## src/rtl/song_sequencer.sv

```systemverilog
// Song sequencer: walks the note ROM one address per musical step, registers the
// returned note for the tone generator and display, and handles start/pause/stop.
module song_sequencer #(
    parameter int TICKS_PER_STEP = 12_500_000,
    parameter int SONG_LEN       = 241,
    parameter bit LOOP           = 1'b0
) (
    input  logic       clk,
    input  logic       reset,
    input  logic       start,
    input  logic       pause,
    input  logic       stop,
    output logic [7:0] rom_addr,
    input  logic [7:0] rom_note,
    output logic [7:0] note,
    output logic       note_valid,
    output logic       step_strobe,
    output logic       playing,
    output logic       done
);

    localparam int            CW        = (TICKS_PER_STEP > 1) ? $clog2(TICKS_PER_STEP) : 1;
    localparam logic [CW-1:0] CNT_LAST  = CW'(TICKS_PER_STEP - 1);
    localparam logic [CW-1:0] CNT_ZERO  = {CW{1'b0}};
    localparam logic [CW-1:0] CNT_ONE   = CW'(1);
    localparam logic [7:0]    ADDR_LAST = 8'(SONG_LEN - 1);

    typedef enum logic [2:0] {
        S_IDLE  = 3'd0,
        S_ADDR  = 3'd1,
        S_LOAD  = 3'd2,
        S_PLAY  = 3'd3,
        S_PAUSE = 3'd4,
        S_DONE  = 3'd5
    } state_t;

    state_t        state_r, state_s;
    logic [CW-1:0] cnt_r, cnt_s;
    logic [7:0]    addr_r, addr_s;
    logic [7:0]    note_r, note_s;
    logic          start_d_r;
    logic          start_edge_s;
    logic          note_valid_r, step_strobe_r, playing_r, done_r;

    assign start_edge_s = start & ~start_d_r;

    // Next-state, next-address, next-counter and next-note decode.
    always_comb begin
        state_s = state_r;
        cnt_s   = cnt_r;
        addr_s  = addr_r;
        note_s  = note_r;
        if (stop) begin
            state_s = S_IDLE;
            cnt_s   = CNT_ZERO;
            addr_s  = 8'd0;
            note_s  = 8'd0;
        end else if (start_edge_s) begin
            // Restart from the top; note keeps its old value through ADDR/LOAD.
            state_s = S_ADDR;
            cnt_s   = CNT_ZERO;
            addr_s  = 8'd0;
        end else begin
            case (state_r)
                S_IDLE: begin
                    state_s = S_IDLE;
                end
                S_ADDR: begin
                    state_s = S_LOAD;
                end
                S_LOAD: begin
                    note_s  = rom_note;
                    cnt_s   = CNT_ZERO;
                    state_s = S_PLAY;
                end
                S_PLAY: begin
                    // A finishing step always completes, even if pause arrives on its last tick.
                    if (cnt_r == CNT_LAST) begin
                        cnt_s = CNT_ZERO;
                        if (addr_r != ADDR_LAST) begin
                            addr_s  = addr_r + 8'd1;
                            state_s = S_ADDR;
                        end else if (LOOP) begin
                            addr_s  = 8'd0;
                            state_s = S_ADDR;
                        end else begin
                            note_s  = 8'd0;
                            state_s = S_DONE;
                        end
                    end else if (pause) begin
                        state_s = S_PAUSE;
                    end else begin
                        cnt_s = cnt_r + CNT_ONE;
                    end
                end
                S_PAUSE: begin
                    if (!pause) begin
                        state_s = S_PLAY;
                    end else begin
                        state_s = S_PAUSE;
                    end
                end
                S_DONE: begin
                    state_s = S_DONE;
                end
                default: begin
                    state_s = S_IDLE;
                    cnt_s   = CNT_ZERO;
                    addr_s  = 8'd0;
                    note_s  = 8'd0;
                end
            endcase
        end
    end

    // State, datapath and output registers; flags are decoded from the next state.
    always_ff @(posedge clk) begin
        if (reset) begin
            state_r       <= S_IDLE;
            cnt_r         <= CNT_ZERO;
            addr_r        <= 8'd0;
            note_r        <= 8'd0;
            start_d_r     <= start;
            note_valid_r  <= 1'b0;
            step_strobe_r <= 1'b0;
            playing_r     <= 1'b0;
            done_r        <= 1'b0;
        end else begin
            state_r       <= state_s;
            cnt_r         <= cnt_s;
            addr_r        <= addr_s;
            note_r        <= note_s;
            start_d_r     <= start;
            note_valid_r  <= (state_s == S_PLAY);
            step_strobe_r <= (state_s == S_PLAY) && (cnt_s == CNT_LAST);
            playing_r     <= (state_s == S_ADDR) || (state_s == S_LOAD) || (state_s == S_PLAY);
            done_r        <= (state_s == S_DONE);
        end
    end

    assign rom_addr    = addr_r;
    assign note        = note_r;
    assign note_valid  = note_valid_r;
    assign step_strobe = step_strobe_r;
    assign playing     = playing_r;
    assign done        = done_r;

endmodule

```

## config.mk

```make
export PLATFORM = sky130hd
export DESIGN_NAME = song_sequencer
export DESIGN_NICKNAME = d
export VERILOG_FILES = /design/src/rtl/song_sequencer.sv
export SDC_FILE = /design/constraint.sdc
export NUM_CORES = 1
export LEC_CHECK = 0
export CAP_MARGIN = 10
export CORE_MARGIN = 2
export CORE_UTILIZATION = 30
export CTS_CLUSTER_SIZE = 20
export DETAILED_ROUTE_END_ITERATION = 12
export GPL_TIMING_DRIVEN = 0
export HOLD_SLACK_MARGIN = 0.06
export SLEW_MARGIN = 15
export SYNTH_ARGS = -nofsm -noshare
export SYNTH_HDL_FRONTEND = slang
export SYNTH_SLANG_ARGS = --single-unit
```

## constraint.sdc

```tcl
create_clock -name clk -period 2.4 [get_ports clk]
set_clock_uncertainty 0.05 [all_clocks]
set_input_delay 0.48 -clock clk [delete_from_list [all_inputs] [get_ports clk]]
set_output_delay 0.48 -clock clk [all_outputs]
set_load 0.05 [all_outputs]
```

# Yosys cells after proc, flatten, opt, wreduce, memory -nomap -nowiden
# Cells that the tools add are included.
# word_totals
input_bits	13
reg_bits	48
word_cells	59
out_inout_bits	20
# op_classes
n_addsub	2
n_bitwise	5
n_reduce_logical	10
mux	18
n_eq_ne	15
# op_table
operator	count
two-way mux 24 bit	4
equality test 24 bit, second input constant	2
case mux 24 bit (2 select lines)	1
two-way mux 8 bit	4
adder 24 x 1 -> 24 bit, second input constant	1
case mux 8 bit (3 select lines)	1
two-way mux 3 bit	6
case mux 8 bit (2 select lines)	1
case mux 3 bit (5 select lines)	1
equality test 3 x 2 -> 1 bit, second input constant	4
equality test 3 bit, second input constant	3
adder 8 x 1 -> 8 bit, second input constant	1
!= test 8 bit, second input constant	1
equality test 3 x 1 -> 1 bit, second input constant	2
!= test 2 bit, second input constant	3
OR reduction 5 bit	1
inverter 1 bit	4
AND reduction 4 bit	1
OR reduction 4 bit	1
zero test 3 bit	1
AND reduction 3 bit	1
OR reduction 3 bit	1
logical OR 1 bit	2
OR reduction 2 bit	1
2 further kinds	2

# Logic depth before layout (Yosys ltp)
# depth
depth_word	9
depth_mapped	10
depth_no_buf	9

# Worst setup path after synthesis
# OpenSTA, ideal clock, no wires.
# synth_path
path_type	register to register
start	reg cnt_r[0]
end	reg addr_r[7] (netlist: rom_addr[7])
path_slack_ns	0.037
setup_time_ns	0.065
arrival_time_ns	2.248
stages_incl_launch_ff	9
t_required_ns	2.285
period_less_slack_ns	2.363
cell_sequence	dfxtp_1 ha_1 nand3_1 or4_4 nor4_2 o211a_1 nand4_1 xor2_1 nor2_1
# synth_between
elab_chain_len	3
# synth_rtl
element	line_no	source
start, declared	38	logic [CW-1:0] cnt_r, cnt_s;
start signal, assigned	130	cnt_r <= cnt_s;
equality test 24 bit	78	if (cnt_r == CNT_LAST) begin
!= test 2 bit (no line)	--	
AND reduction 3 bit (no line)	--	
end signal, assigned	131	addr_r <= addr_s;
end, declared	39	logic [7:0] addr_r, addr_s;
# Every way passes these cells.
# A chain may end at the register's enable or synchronous reset.

# Worst setup path after layout
# layout_path
start	reg cnt_r[6]
end	reg step_strobe_r (netlist: step_strobe)
# layout_between
elab_chain_len	8
# layout_rtl
element	line_no	source
adder 24 x 1 -> 24 bit	93	cnt_s = cnt_r + CNT_ONE;
two-way mux 24 bit	90	end else if (pause) begin
two-way mux 24 bit	78	
case mux 24 bit (2 select lines)	64	case (state_r)
two-way mux 24 bit	58	end else if (start_edge_s) begin
two-way mux 24 bit	53	if (stop) begin
equality test 24 bit	135	step_strobe_r <= (state_s == S_PLAY) && (cnt_s == CNT_LAST);
logical AND 1 bit *	135	
end signal, assigned	135	
end, declared	43	logic note_valid_r, step_strobe_r, playing_r, done_r;
# Mark *: on every way between the ends. The rest lies on a longest branch, timed or not.

==> flow_metrics.tcl <==
set metrics [dict create \
    wirelength_microns 8640 \
    timing.final.max_slew_violations 0 \
    drtIter0Drc 209 \
    muxShareOfSynthArea_pct 0.724 \
    firstDrtPassIters 4 \
    syn-num-nets 374 \
    synth_compound_area_share_pct 20.4 \
    fin_ws_ns -0.138 \
    leakagePower_nw 1.17 \
    syn_area_per_cell_sq_um 7.73 \
    diodes 0 \
    clock-sinks 48 \
    initial_core_util_pct 30.4 \
    async_flop_share_pct 0 \
    synth_cell_types 56 \
    rrSetupSlack_ns -0.14 \
    required_ns 2.57 \
    synth_seq_cells 48 \
    violations "negative setup slack" \
    dr_total_vias 2927 \
    synth_area_sq_um 2770 \
    worstRegToRegCells 7 \
    crit_type "register to register" \
    place.gp.congestion 0.946 \
    drive_gt1_share_pct 19.9 \
    cts_buffers 5 \
    setup-violations-final 7 \
    postPlaceCellArea_sq_um 3230 \
    synth_simple_gate_area_share_pct 34.5 \
    design.die.area_sq_um 10000 \
    whs_endpoint "note[6]" \
    grt_usage_pct 17.2 \
    rsz0062_at_grt "yes" \
    cts-root-buf "clkbuf_8" \
    post_drt_via_cell_ratio 5.60 \
    fin_area_sq_um 3680 \
    synthFlopType "dfxtp_1" \
    hold_path.class "register to register" \
    cts_tree "yes" \
    final_common_cell "nor2_1" \
    drt-wirelength-per-cell_microns 16.5 \
    coreArea_sq_um 9110 \
    grt_max_degree 17 \
    gr-usage-met1_pct 23.4 \
    status "complete, but fails checks" \
    met2_usage_pct 27.6 \
    final_cell_mix "44 x nor2_1, 41 x dfxtp_1, 34 x nand2_1" \
    powerDensity_nw_per_um2 432 \
    path_max_fanout 5 \
    r2r_start "cnt_r[6]" \
    place_hpwl_microns 5890 \
    layout_min_cycle_time_ns 2.54 \
    clkTransAtPathRegs_ns 0.10 \
    fmax_ghz 0.394 \
    synth_edf_count 0 \
    drc 0 \
    ys_warn_count 0 \
    end_kind "register" \
    busiest_layer "met2" \
    fin_cells 523 \
    grt_pass1_wl_microns 13800 \
    finalPower_mw 1.59 \
    grt_remaining_overflow 0 \
    antenna_found_initial 0 \
    die_x_microns 100 \
    port_buffers 32 \
    worstHoldStart "note[6]" \
    io-pin-count 33 \
    insertion_delay_ns 0.32 \
    hold_viol 0 \
    synth_fa_ha_area_share_pct 1.36 \
    drv_cap 0 \
    cts_buffer_depth 2 \
    die_h_microns 100 \
    area_delta_synth_final_pct 33.2 \
    ir_worst_vdd_mv 0.226 \
    max_slew_margin_pct 55.3 \
    holdPathStages 2 \
    dp_cells 501 \
    reg2reg_to "step_strobe" \
    synth_xor_area_share_pct 3.17 \
    fin_crit_sh_pct 106 \
    worst_ep_arrival_time_ns 2.71 \
    grt_pass1_vias 2748 \
    route.antenna.remaining_nets 0 \
    place_ws_ns -0.992 \
    synth_top_family_by_area "simple AND/OR/NAND/NOR gates" \
    h-tree-depth 2 \
    worstMarginPinSlew_ns 0.664 \
    rows 35 \
    critPathLaunch "cnt_r[6]" \
    ys_seq_area_share_pct 34.7 \
    use_met3_pct 4.04 \
    start_kind "register" \
    nNetsFinal 427 \
    tns_ns -0.536 \
    fill_cells 935 \
    syn-instance-count 358 \
]
-- layer usage --
layer	wire length [microns]	vias up
met1	4000	1400
met3	545	11
li1	-	1426
met5	0	-
met4	93	0
met2	4000	90
-- final cells by class --
class | instances | area [sq um] | share of cell area, %
multi-input cells | 274 | 1810 | 49.3
flip-flops and latches | 48 | 975 | 26.5
repair buffers | 53 | 477 | 12.9
well taps | 111 | 139 | 3.77
plain buffers | 18 | 100 | 2.72
clock buffers | 5 | 68.8 | 1.87
clock inverters | 3 | 68.8 | 1.87
inverters | 11 | 41.3 | 1.12
-- worst max path at each step --
stage,to,cells past startpoint,slack [ns]
2_1_floorplan,rom_addr[7],8,0.04
3_3_place_gp,step_strobe,10,-1.00
3_5_place_dp,step_strobe,10,-0.99
4_1_cts,step_strobe,8,-0.07
5_1_grt,step_strobe,8,-0.18
6_report,step_strobe,7,-0.14
-- flip-flops by register name, summed over array words and instances (netlist names) --
| signal | flops |
|---|---|
| cnt_r | 24 |
| done | 1 |
| note | 8 |
| note_valid | 1 |
| playing | 1 |
| rom_addr | 8 |
| start_d_r | 1 |
| state_r | 3 |
| step_strobe | 1 |
-- cells in the mapped netlist, types with 2 or more instances --
master | n | share of area, %
a211oi_1 | 3 | 0.81
a21o_1 | 4 | 1.1
a21oi_1 | 24 | 4.3
a22oi_1 | 5 | 1.4
a311oi_1 | 9 | 2.8
a31oi_1 | 4 | 0.90
a41oi_1 | 3 | 0.95
and2_1 | 2 | 0.45
and3_1 | 4 | 0.90
and3b_1 | 2 | 0.63
and4_1 | 3 | 0.95
and4b_1 | 3 | 1.1
buf_2 | 5 | 0.90
clkbuf_1 | 19 | 2.6
dfxtp_1 | 48 | 35
ha_1 | 3 | 1.4
inv_1 | 10 | 1.4
mux2i_1 | 2 | 0.72
nand2_1 | 34 | 4.6
nand2b_1 | 4 | 0.90
nand3_1 | 17 | 3.1
nand3b_1 | 3 | 0.81
nand4_1 | 10 | 2.3
nand4b_1 | 3 | 0.95
nor2_1 | 45 | 6.1
nor2b_1 | 3 | 0.68
nor3_1 | 15 | 2.7
nor3_2 | 2 | 0.72
nor3b_1 | 5 | 1.4
nor4_1 | 6 | 1.4
nor4_2 | 3 | 1.4
nor4b_1 | 2 | 0.63
o211a_1 | 2 | 0.72
o21ai_0 | 15 | 2.7
o21ai_1 | 2 | 0.36
o21ai_2 | 2 | 0.63
or3_4 | 2 | 0.81
or4_1 | 3 | 0.81
or4_4 | 2 | 0.81
xnor2_1 | 4 | 1.3
xor2_1 | 6 | 1.9
-- metrics by stage --
stage / utilization (%) / hold WS (ns)
6_report: 40.4 / 0.404
3_3_place_gp: 35.4 / 0.389
2_1_floorplan: - / 0.422
5_1_grt: 40.4 / 0.431
4_1_cts: 38.8 / 0.408
3_5_place_dp: 35.4 / 0.393
-- critical path, stage by stage (launching register included) --
cell and delay (ns):
dfxtp_2 0.35, or3_4 0.43, or4_4 0.61, o21ai_4 0.30, o21ai_2 0.10, a32oi_2 0.18, and4b_1 0.23, and4_1 0.20
-- cells by family after synthesis --
family / after synthesis
compound gates: 84
xor+xnor: 10
fa+ha+maj: 3
buf+inv: 36
flops: 48
mux: 2
simple gates: 175
-- where the power goes --
part	internal, mW	switching (mW)
Sequential	0.796	0.000786
Clock	0.420	0.302
Combinational	0.0318	0.0409
-- repair_timing --
item | CTS | global route
pin swaps | 9 | 13
resized for setup | 28 | 27
endpoints found under the setup margin | 41 | 42
setup buffers | 14 | 7
hold buffers | 0 | 0
Power figures use the tool's default switching activity.
